<file path="config.mk">
export PLATFORM = sky130hd
export DESIGN_NAME = wb_commit_queue
export DESIGN_NICKNAME = d
export VERILOG_FILES = /design/src/rtl/wb_commit_queue.sv
export SDC_FILE = /design/constraint.sdc
export NUM_CORES = 1
export LEC_CHECK = 0
export ABC_AREA = 1
export CORE_UTILIZATION = 50
export CTS_CLUSTER_DIAMETER = 50
export DETAILED_ROUTE_END_ITERATION = 6
export PLACE_DENSITY = 0.85
export SYNTH_ARGS = -nofsm -noshare
export SYNTH_HDL_FRONTEND = slang
export SYNTH_SLANG_ARGS = --single-unit
</file>
<file path="constraint.sdc">
create_clock -name clk -period 7.55 [get_ports clk]
set_clock_uncertainty 0.2 [all_clocks]
set_input_delay 1.1325 -clock clk [delete_from_list [all_inputs] [get_ports clk]]
set_output_delay 1.1325 -clock clk [all_outputs]
set_load 0.02 [all_outputs]
</file>
<file path="src/rtl/wb_commit_queue.sv">
// Writeback commit queue: builds the GRF write at MEM, queues it and
// offers it to the register file in order, with a forwarding lookup.
module wb_commit_queue #(
    parameter int DATA_W   = 32,
    parameter int ADDR_W   = 5,
    parameter int DEPTH    = 2,
    parameter int LINK_REG = 31
) (
    input  logic              clk,
    input  logic              reset_n,
    input  logic              in_valid,
    output logic              in_ready,
    input  logic              flush,
    input  logic [1:0]        dst_sel,
    input  logic [ADDR_W-1:0] rt_addr,
    input  logic [ADDR_W-1:0] rd_addr,
    input  logic [2:0]        src_sel,
    input  logic [DATA_W-1:0] alu_out,
    input  logic [DATA_W-1:0] mem_out,
    input  logic [DATA_W-1:0] pc,
    input  logic [15:0]       imm,
    output logic              out_valid,
    input  logic              out_ready,
    output logic              out_we,
    output logic [ADDR_W-1:0] out_addr,
    output logic [DATA_W-1:0] out_data,
    input  logic [ADDR_W-1:0] fwd_addr,
    output logic              fwd_hit,
    output logic [DATA_W-1:0] fwd_data
);

    localparam int PTR_W = (DEPTH > 1) ? $clog2(DEPTH) : 1;
    localparam int CNT_W = $clog2(DEPTH + 1);
    localparam logic [CNT_W-1:0] FULL = CNT_W'(DEPTH);

    logic [ADDR_W-1:0] addrQ [DEPTH];
    logic [DATA_W-1:0] dataQ [DEPTH];
    logic [PTR_W-1:0]  rdPtr;
    logic [PTR_W-1:0]  wrPtr;
    logic [CNT_W-1:0]  count;

    logic              push;
    logic              pop;
    logic [ADDR_W-1:0] newAddr;
    logic [DATA_W-1:0] newData;
    logic [1:0]        off;
    logic [7:0]        ldByte;
    logic [15:0]       ldHalf;

    assign in_ready  = (count < FULL);
    assign out_valid = (count != '0);
    assign push      = in_valid && in_ready;
    assign pop       = out_valid && out_ready;

    assign off    = alu_out[1:0];
    assign ldByte = mem_out[{off, 3'b000} +: 8];
    assign ldHalf = mem_out[{off[1], 4'b0000} +: 16];

    always_comb begin
        newAddr = '0;
        unique case (dst_sel)
            2'b00: newAddr = rd_addr;
            2'b01: newAddr = rt_addr;
            2'b10: newAddr = ADDR_W'(LINK_REG);
            2'b11: newAddr = '0;
        endcase
    end

    always_comb begin
        newData = '0;
        unique case (src_sel)
            3'b000: newData = alu_out;
            3'b001: newData = mem_out;
            3'b010: newData = pc + DATA_W'(8);
            3'b011: newData = DATA_W'({imm, 16'h0000});
            3'b100: newData = {{(DATA_W-8){ldByte[7]}}, ldByte};
            3'b101: newData = {{(DATA_W-8){1'b0}}, ldByte};
            3'b110: newData = {{(DATA_W-16){ldHalf[15]}}, ldHalf};
            3'b111: newData = {{(DATA_W-16){1'b0}}, ldHalf};
        endcase
    end

    always_ff @(posedge clk or negedge reset_n) begin
        if (!reset_n) begin
            count <= '0;
            rdPtr <= '0;
            wrPtr <= '0;
        end else if (flush) begin
            count <= '0;
            rdPtr <= '0;
            wrPtr <= '0;
        end else begin
            if (push) wrPtr <= wrPtr + PTR_W'(1);
            if (pop)  rdPtr <= rdPtr + PTR_W'(1);
            unique case ({push, pop})
                2'b10:   count <= count + CNT_W'(1);
                2'b01:   count <= count - CNT_W'(1);
                default: count <= count;
            endcase
        end
    end

    // Payload needs no reset; validity lives entirely in count.
    always_ff @(posedge clk) begin
        if (push && !flush) begin
            addrQ[wrPtr] <= newAddr;
            dataQ[wrPtr] <= newData;
        end
    end

    assign out_addr = out_valid ? addrQ[rdPtr] : '0;
    assign out_data = out_valid ? dataQ[rdPtr] : '0;
    assign out_we   = out_valid && (out_addr != '0);

    // Walk oldest to youngest so the youngest match wins.
    always_comb begin
        fwd_hit  = 1'b0;
        fwd_data = '0;
        for (int i = 0; i < DEPTH; i++) begin
            if ((CNT_W'(i) < count) && (fwd_addr != '0) &&
                (addrQ[rdPtr + PTR_W'(i)] == fwd_addr)) begin
                fwd_hit  = 1'b1;
                fwd_data = dataQ[rdPtr + PTR_W'(i)];
            end
        end
    end

endmodule

</file>
Word level (Yosys, flattened, before mapping)
Memory sizes are Yosys's and may differ from the RTL's.
Index checks and enable logic that the tools add are counted.
{"block": "op_classes", "order_cmp": 3, "n_shift": 2, "n_eq_ne": 14, "reduce_logical": 17, "mux": 16, "addsub": 5}
{"operator": "$pmux W32 S8", "n": 1}
{"operator": "$mux W32", "n": 3}
{"operator": "$add A32 B4 Y32 const B", "n": 1}
{"operator": "$shiftx A32 B6 Y16", "n": 1}
{"operator": "$shiftx A32 B6 Y8", "n": 1}
{"operator": "$pmux W5 S4", "n": 1}
{"operator": "$eq A3 B3 Y1 const B", "n": 4}
{"operator": "$eq A5 B5 Y1", "n": 2}
{"operator": "$reduce_bool A5 Y1", "n": 2}
{"operator": "$logic_and A1 B1 Y1", "n": 8}
{"operator": "$mux W1", "n": 8}
{"operator": "$eq A2 B2 Y1 const B", "n": 3}
{"operator": "$eq A3 B2 Y1 const B", "n": 2}
{"operator": "$reduce_bool A2 Y1", "n": 3}
{"operator": "$mux W5", "n": 1}
{"operator": "$eq A2 B1 Y1 const B", "n": 2}
{"operator": "$lt A1 B2 Y1 const A", "n": 2}
{"operator": "$pmux W2 S2", "n": 1}
{"operator": "$eq A3 B1 Y1 const B", "n": 1}
{"operator": "$logic_not A3 Y1", "n": 1}
{"operator": "$reduce_bool A3 Y1", "n": 1}
{"operator": "$add A1 B1 Y1 const B", "n": 2}
{"operator": "$add A2 B1 Y2 const B", "n": 1}
{"operator": "$logic_not A2 Y1", "n": 1}
{"operator": "other kinds (4)", "n": 4}
{"block": "totals", "output_inout_bits": 73, "ram_bits": 74, "elab_cells": 62, "mem_count": 2, "regBits": 4}
{"memory": "dataQ", "words": 2, "word_bits": 32, "read_ports": 2, "rd_ports_with_merged_regs": 0, "write_ports": 1, "line_no": "37", "text": "logic [DATA_W-1:0] dataQ [DEPTH];"}
{"memory": "addrQ", "words": 2, "word_bits": 5, "read_ports": 2, "rd_ports_with_merged_regs": 0, "write_ports": 1, "line_no": "36", "text": "logic [ADDR_W-1:0] addrQ [DEPTH];"}

Depth between registers and ports, before layout
Gate-level depths: netlist (run 1).
{"block": "depth", "ltp_word": 5, "mapped_depth": 12, "depth_no_buf": 11}

Worst setup path after synthesis (run 1)
No wires, ideal clock.
{"block": "synth_timing", "kind": "input to register", "from": "in in_valid", "to": "mem addrQ[0][0] (enable)", "slack_ns": 3.990, "setup_ns": 0.431, "arrival_ns": 2.929, "path_stages": 4, "path_buffers": 0, "required_time_ns": 6.919, "path_cell_list": "nand2_1 inv_1 nand2_1 nor2_1"}
{"block": "synth_between", "elab_chain_len": 4}
{"item": "from (decl)", "line_no": "11", "text": "input logic in_valid,"}
{"item": "$logic_and A1 B1 Y1", "line_no": "52", "text": "assign push = in_valid && in_ready;"}
{"item": "$logic_and A1 B1 Y1", "line_no": "105", "text": "if (push && !flush) begin"}
{"item": "$mux W1", "line_no": "105"}
{"item": "$mux W1 (implied by the code)", "line_no": "106", "text": "addrQ[wrPtr] <= newAddr;"}
{"item": "to (decl)", "line_no": "36"}
No other way between the ends.

Worst setup path after layout (run 1)
{"block": "layout_timing", "from": "reg rdPtr", "to": "out fwd_data[6]"}
{"block": "layout_between", "elab_chain_len": 5}
{"item": "from (decl)", "line_no": "38", "text": "logic [PTR_W-1:0] rdPtr;"}
{"item": "from (signal assigned)", "line_no": "94", "text": "if (pop) rdPtr <= rdPtr + PTR_W'(1);"}
{"item": "$add A1 B1 Y1 or $mem_v2 Z2 W5 (tied branches)"}
{"item": "$mem_v2 Z2 W5 or $eq A5 B5 Y1 (tied branches)"}
{"item": "$eq A5 B5 Y1 or $logic_and A1 B1 Y1 (tied branches)", "line_no": "121, 120"}
{"item": "$logic_and A1 B1 Y1 or $mux W32 (tied branches)", "line_no": "120", "text": "if ((CNT_W'(i) < count) && (fwd_addr != '0) &&"}
{"item": "$mux W32 (*)", "line_no": "120"}
{"item": "to (decl)", "line_no": "29", "text": "output logic [DATA_W-1:0] fwd_data"}
Every way passes the cells marked *; elsewhere a longest branch is shown, timed or not.

==> impl_metrics.ini, run 1 <==
[outcome]
status = finished, violations left
violations = design-rule violations

[clock_tree]
clkSlewWorstSetupHoldPaths_ns = 0.06
clock_latency_ns = 0.34
cts.repair.resized = 0
cts_root_buf = clkbuf_16
htreeDepth = 3
clk_path_buf_depth = 2
postCtsSetupBuffers = 0
clock-sinks = 78
cts_buffers = 9
hold_buffers = 0
cts_tree = done

[min_path]
hp-start = count[0]
hp-class = reg2reg
hold_path_end = count[0]
hold-path-cell-count = 1

[setup_path]
reg2reg_depth = 5
ff2ff_setup_slack_ns = 5.21
regToRegStartpoint = count[1]
path_class = reg2out
cp.arrival_ns = 4.26
start_kind = flip-flop
crit_fanout = 141
r2r_end = dataQ[0][25]
cp.required_ns = 6.22
end_kind = primary output

[routing]
initialDrtViolationCount = 746
postRouteAntennaNets = 0
dr.pass1.iters = 7
drc = 6
wl_per_cell_um = 16.6
vias = 7473
top_layer = met4
wl_met1_um = 9170
via_per_inst = 5.44
dr_wl_met2_um = 10900
totalWireLength_um = 22800
dr_wl_met3_um = 2030

[timing]
tightest_slew_ns = 1.12
whs_ns = 0.295
setup_viol = 0
grt_setup_unrepaired = false
hold_viol = 0
drv_slew = 0
slew_headroom_pct = 25.0
setup_slack_ns = 1.96
clock.fmax_ghz = 0.179
period_minus_slack_ns = 5.59
finalCritPeriodShare_pct = 74.1
finalSetupTns_ns = 0

[layout]
fin_nets = 1337
layout_commonest_cell = nand2_1
multi_input_area_um2 = 3530
syn_to_final_growth_pct = 37.2
drive_above_1_share_pct = 4.91
final.fill_count = 1098
regArea_um2 = 2330
diodes = 0
final_cell_mix = nand2_1, clkdlybuf4s50_1, inv_1

[global_routing]
antenna_found_initial = 0
overflow = 0
grt_pass1_wl_um = 34100
grt_max_degree = 142
grt_pass1_vias = 6686
grtUsageTotal_pct = 33.5

[synth]
synth_simple_gate_area_share_pct = 40.4
synth_area_leaders = edfxtp_1, nand2_1, inv_1
synth_top_area_cell = edfxtp_1
synth.distinct_cells = 42
ys_seq_area_share_pct = 35.2
syn_area_per_cell_um2 = 6.47
yosysTopAreaCellShare_pct = 33.7
synth_ff_type = edfxtp_1
synth-adder-area-share_pct = 0.569
ys_ff_latch = 78
synth-xor-area-share_pct = 0.266
syn-num-nets = 1159
synth_top_family_by_area = simple AND/OR/NAND/NOR gates
syn_inst = 1019
synth_edf_count = 74
synthArstFlopShare_pct = 5.13
syn_area_um2 = 6600
synthMuxAreaShare_pct = 0
synth_compound_area_share_pct = 12.0
yosys_warnings = 0

[run]
drv_cap = 0

[power]
leakage_nw = 3.89
powerDensity_nw_per_um2 = 213
ir_drop_v = 0.000117

[floorplanning]
die-area_um2 = 13700
fp.dieH_um = 117
die_w_um = 117
start_util_pct = 51.8
num_io_pins = 210
coreArea_um2 = 12700
row_count = 41

[place]
hpwl_um = 17500
dp_slack_ns = 2.25
gp_congestion = 1.00
io_buffer_count = 209
-- worst max-delay path by stage --
stage           startpoint          end  slack [ns]
2_1_floorplan     in_valid  addrQ[0][0]        3.99
3_3_place_gp   fwd_addr[1]      fwd_hit        2.42
3_5_place_dp   fwd_addr[2]  fwd_data[6]        2.25
4_1_cts              rdPtr  fwd_data[6]        2.00
5_1_grt              rdPtr  fwd_data[6]        1.63
6_report             rdPtr  fwd_data[6]        1.96
-- sequential cells by signal, indices dropped and copies added (netlist names) --
| signal | flops |
|---|---|
| dataQ | 64 |
| addrQ | 10 |
| count | 2 |
| rdPtr | 1 |
| wrPtr | 1 |
-- report_power, final --
group	switching [mW]	internal, mW
Combinational	0.514	0.341
Clock	0.163	0.322
Sequential	0.0573	0.528
-- critical path, stage by stage, from the launching register on --
cell             delay (ns)
dfrtp_4                1.16
inv_2                  0.28
nand2_1                0.13
nand2_1                0.08
nand2_1                0.08
o21ai_1                0.10
nor2_4                 0.58
nand3_4                0.57
nand3_1                0.30
nand2_1                0.08
clkdlybuf4s50_1        0.54
-- area by class of cell --
class                      count  share of cell area, %
multi-input combinational    760                   39.1
sequential                    78                   25.7
timing repair buffer         214                   23.5
inverter                     134                   5.56
clock buffer                  10                   2.53
tap                          172                   2.38
clock inverter                 6                   1.22
-- Yosys cell counts, types with 5 or more instances --
cell type	n
nand2_1	332
inv_1	127
nor2_1	120
nand3_1	85
o21ai_0	81
edfxtp_1	74
nand4_1	43
clkbuf_1	20
a21oi_1	18
buf_2	16
o21ai_1	13
nand3_2	10
o21bai_1	9
inv_2	7
or2_2	7
a22oi_1	5
buf_4	5
-- cell families after synthesis --
kind of cell | Yosys count
AOI/OAI and AO/OA | 143
xor gates and xnor gates | 2
adders and majority gates | 3
buffers and inverters | 181
DFF | 78
and+or+nand+nor | 612
-- through the flow --
step / std cells / instance area (µm²) / util, % / power [mW]
2_1_floorplan: 1019 / 6600 / - / 1.06
3_3_place_gp: 1358 / 8710 / 68.4 / 1.42
3_5_place_dp: 1358 / 8710 / 68.4 / 1.43
4_1_cts: 1374 / 9050 / 71.1 / 1.92
5_1_grt: 1374 / 9050 / 71.1 / 2.02
6_report: 1374 / 9050 / 71.1 / 1.93
-- metal layers --
metal | vias to the layer above | GRT usage (%)
met4 | 0 | 13.2
met2 | 438 | 57.0
met1 | 3313 | 42.3
met5 | - | 0
met3 | 53 | 5.87
li1 | 3669 | -
Power figures use the tool's default switching activity.
==> inputs of run 2 (changes only) <==
--- a/config.mk
+++ b/config.mk
@@ -6,10 +6,10 @@
 export NUM_CORES = 1
 export LEC_CHECK = 0
 export ABC_AREA = 1
-export CORE_UTILIZATION = 50
+export CORE_UTILIZATION = 43
 export CTS_CLUSTER_DIAMETER = 50
 export DETAILED_ROUTE_END_ITERATION = 6
-export PLACE_DENSITY = 0.85
+export PLACE_DENSITY = 0.78
 export SYNTH_ARGS = -nofsm -noshare
 export SYNTH_HDL_FRONTEND = slang
 export SYNTH_SLANG_ARGS = --single-unit
==> constraint.sdc (replaced) <==
create_clock -name clk -period 4.9 [get_ports clk]
set_clock_uncertainty 0.2 [all_clocks]
set_input_delay 0.735 -clock clk [delete_from_list [all_inputs] [get_ports clk]]
set_output_delay 0.735 -clock clk [all_outputs]
set_load 0.02 [all_outputs]
==> run 2 against run 1 <==
Effect of this change: the flow now finishes without violations; total power up 49%; die area up 16%; worst setup slack worse by 1.3 ns; critical path depth down 1; first-iteration DRC count down 16%; worst hold slack better by 0.0081 ns; clock power up 36%; wire length down 3.9%; non-clock buffer count up 6; register-to-register slack worse by 2.6 ns; sequential power up 44%; combinational power up 60%; largest power group unchanged.
==> impl_metrics.ini, run 2 (synthesis gave the netlist of run 1 again) <==
[routing]
totalWireLength_um = 21900
via_per_inst = 5.29
vias = 7365
drc = 0
wl_per_cell_um = 15.7
dr.pass1.iters = 5
postRouteAntennaNets = 0
initialDrtViolationCount = 626

[global_routing]
overflow = 0
grtUsageTotal_pct = 28.2
antenna_found_initial = 0
grt_pass1_vias = 6739
grt_pass1_wl_um = 34700
grt_max_degree = 82

[layout]
fin_nets = 1343
drive_above_1_share_pct = 5.46
final_cell_mix = nand2_1, clkdlybuf4s50_1, inv_1
syn_to_final_growth_pct = 37.6
top_regs = dataQ: 64 flops, addrQ: 10 flops, count: 2 flops
largest-register = dataQ
largest_reg_flops = 64
diodes = 0
utilization_pct = 61.5
final.fill_count = 1371
layout_commonest_cell = nand2_1

[setup_path]
crit_chain = buf_4, nand2_1, nand3_1, nand2_1, nor2_4, nand3_4, nand3_1, nand2_1, clkdlybuf4s50_1
start_kind = flip-flop
slowest_stage = buf_4
cp.arrival_ns = 3.31
cp.required_ns = 3.96
end_kind = primary output
path_class = reg2out
cpPeakStageDelay_ns = 0.54
cp_common_cell = nand2_1
crit_fanout = 81

[clock_tree]
postCtsSetupBuffers = 0
clock-sinks = 78
cts_root_buf = clkbuf_16
cts_buffers = 9
cts.repair.resized = 0
clock_latency_ns = 0.33
clk_path_buf_depth = 2
clkSlewWorstSetupHoldPaths_ns = 0.06
hold_buffers = 0
cts_tree = done
htreeDepth = 3

[timing]
finalSetupTns_ns = 0
slew_headroom_pct = 28.2
drv_slew = 0
period_minus_slack_ns = 4.25
hold_viol = 0
clock.fmax_ghz = 0.236
finalCritPeriodShare_pct = 86.7
whs_ns = 0.304
tightest_slew_ns = 1.07
setup_viol = 0
grt_setup_unrepaired = false

[floorplanning]
row_count = 44
num_io_pins = 210
die_w_um = 126
die-area_um2 = 15800
start_util_pct = 44.7
coreArea_um2 = 14800
fp.dieH_um = 126

[outcome]
status = finished, final reports clean

[power]
leakage_nw = 3.90
power.total_mw = 2.88
powerDensity_nw_per_um2 = 317
ir_drop_v = 0.000187

[place]
hpwl_um = 17500
gp_congestion = 0.978
io_buffer_count = 209

[run]
drv_cap = 0

[min_path]
hp-class = reg2reg
==> run 2: path summary, 6_finish.rpt <==
check / start / end / slack (ns) / cells past startpoint
worst max-delay path: rdPtr / fwd_data[29] / 0.65 / 9
worst min-delay path: count[0] / count[0] / 0.30 / 1
worst max register to register: count[1] / dataQ[0][30] / 2.60 / 5
worst min register to register: count[0] / count[0] / 0.30 / 1
max in group asynchronous: reset_n / rdPtr / 3.89 / 1
min in group asynchronous: reset_n / count[1] / 0.41 / 1
==> run 2: area by class of cell <==
| class | instances | area [µm²] | area share (%) |
|---|---|---|---|
| clock buffer | 9 | 225 | 2.48 |
| inverter | 134 | 503 | 5.54 |
| multi-input combinational | 760 | 3530 | 38.9 |
| timing repair buffer | 220 | 2170 | 24.0 |
| tap | 184 | 230 | 2.54 |
| clock inverter | 7 | 80.1 | 0.883 |
| sequential | 78 | 2330 | 25.6 |
==> run 2: where the power goes <==
group / switching, mW / total, mW / internal, mW
clock network: 0.262 / 0.662 / 0.400
logic: 0.836 / 1.37 / 0.533
registers: 0.0294 / 0.844 / 0.814
total: 1.13 / 2.88 / 1.75
==> run 2: critical path, delay by kind of cell (launching register included) <==
family | cells | cell delay (ns)
simple gates | 7 | 1.39
buf+inv | 2 | 1.08
flops | 1 | 0.49
==> run 2: per-stage QoR <==
stage / cells / setup WS [ns] / area [µm²]
6_report: 1392 / 0.654 / 9070
5_1_grt: 1392 / 0.380 / 9070
4_1_cts: 1392 / 0.678 / 9070
3_5_place_dp: 1376 / 0.769 / 8770
3_3_place_gp: 1376 / 0.844 / 8770
2_1_floorplan: 1019 / 1.74 / 6600
==> run 2: metal layers <==
layer | GRT usage (%) | part of all wire (%) | up-vias | wire length (µm)
met2 | 46.0 | 45 | 332 | 9860
met4 | 9.14 | 2.5 | 0 | 546
met1 | 38.1 | 45 | 3309 | 9930
met5 | 0 | 0 | - | 0
li1 | - | - | 3695 | -
met3 | 4.80 | 7.1 | 29 | 1550
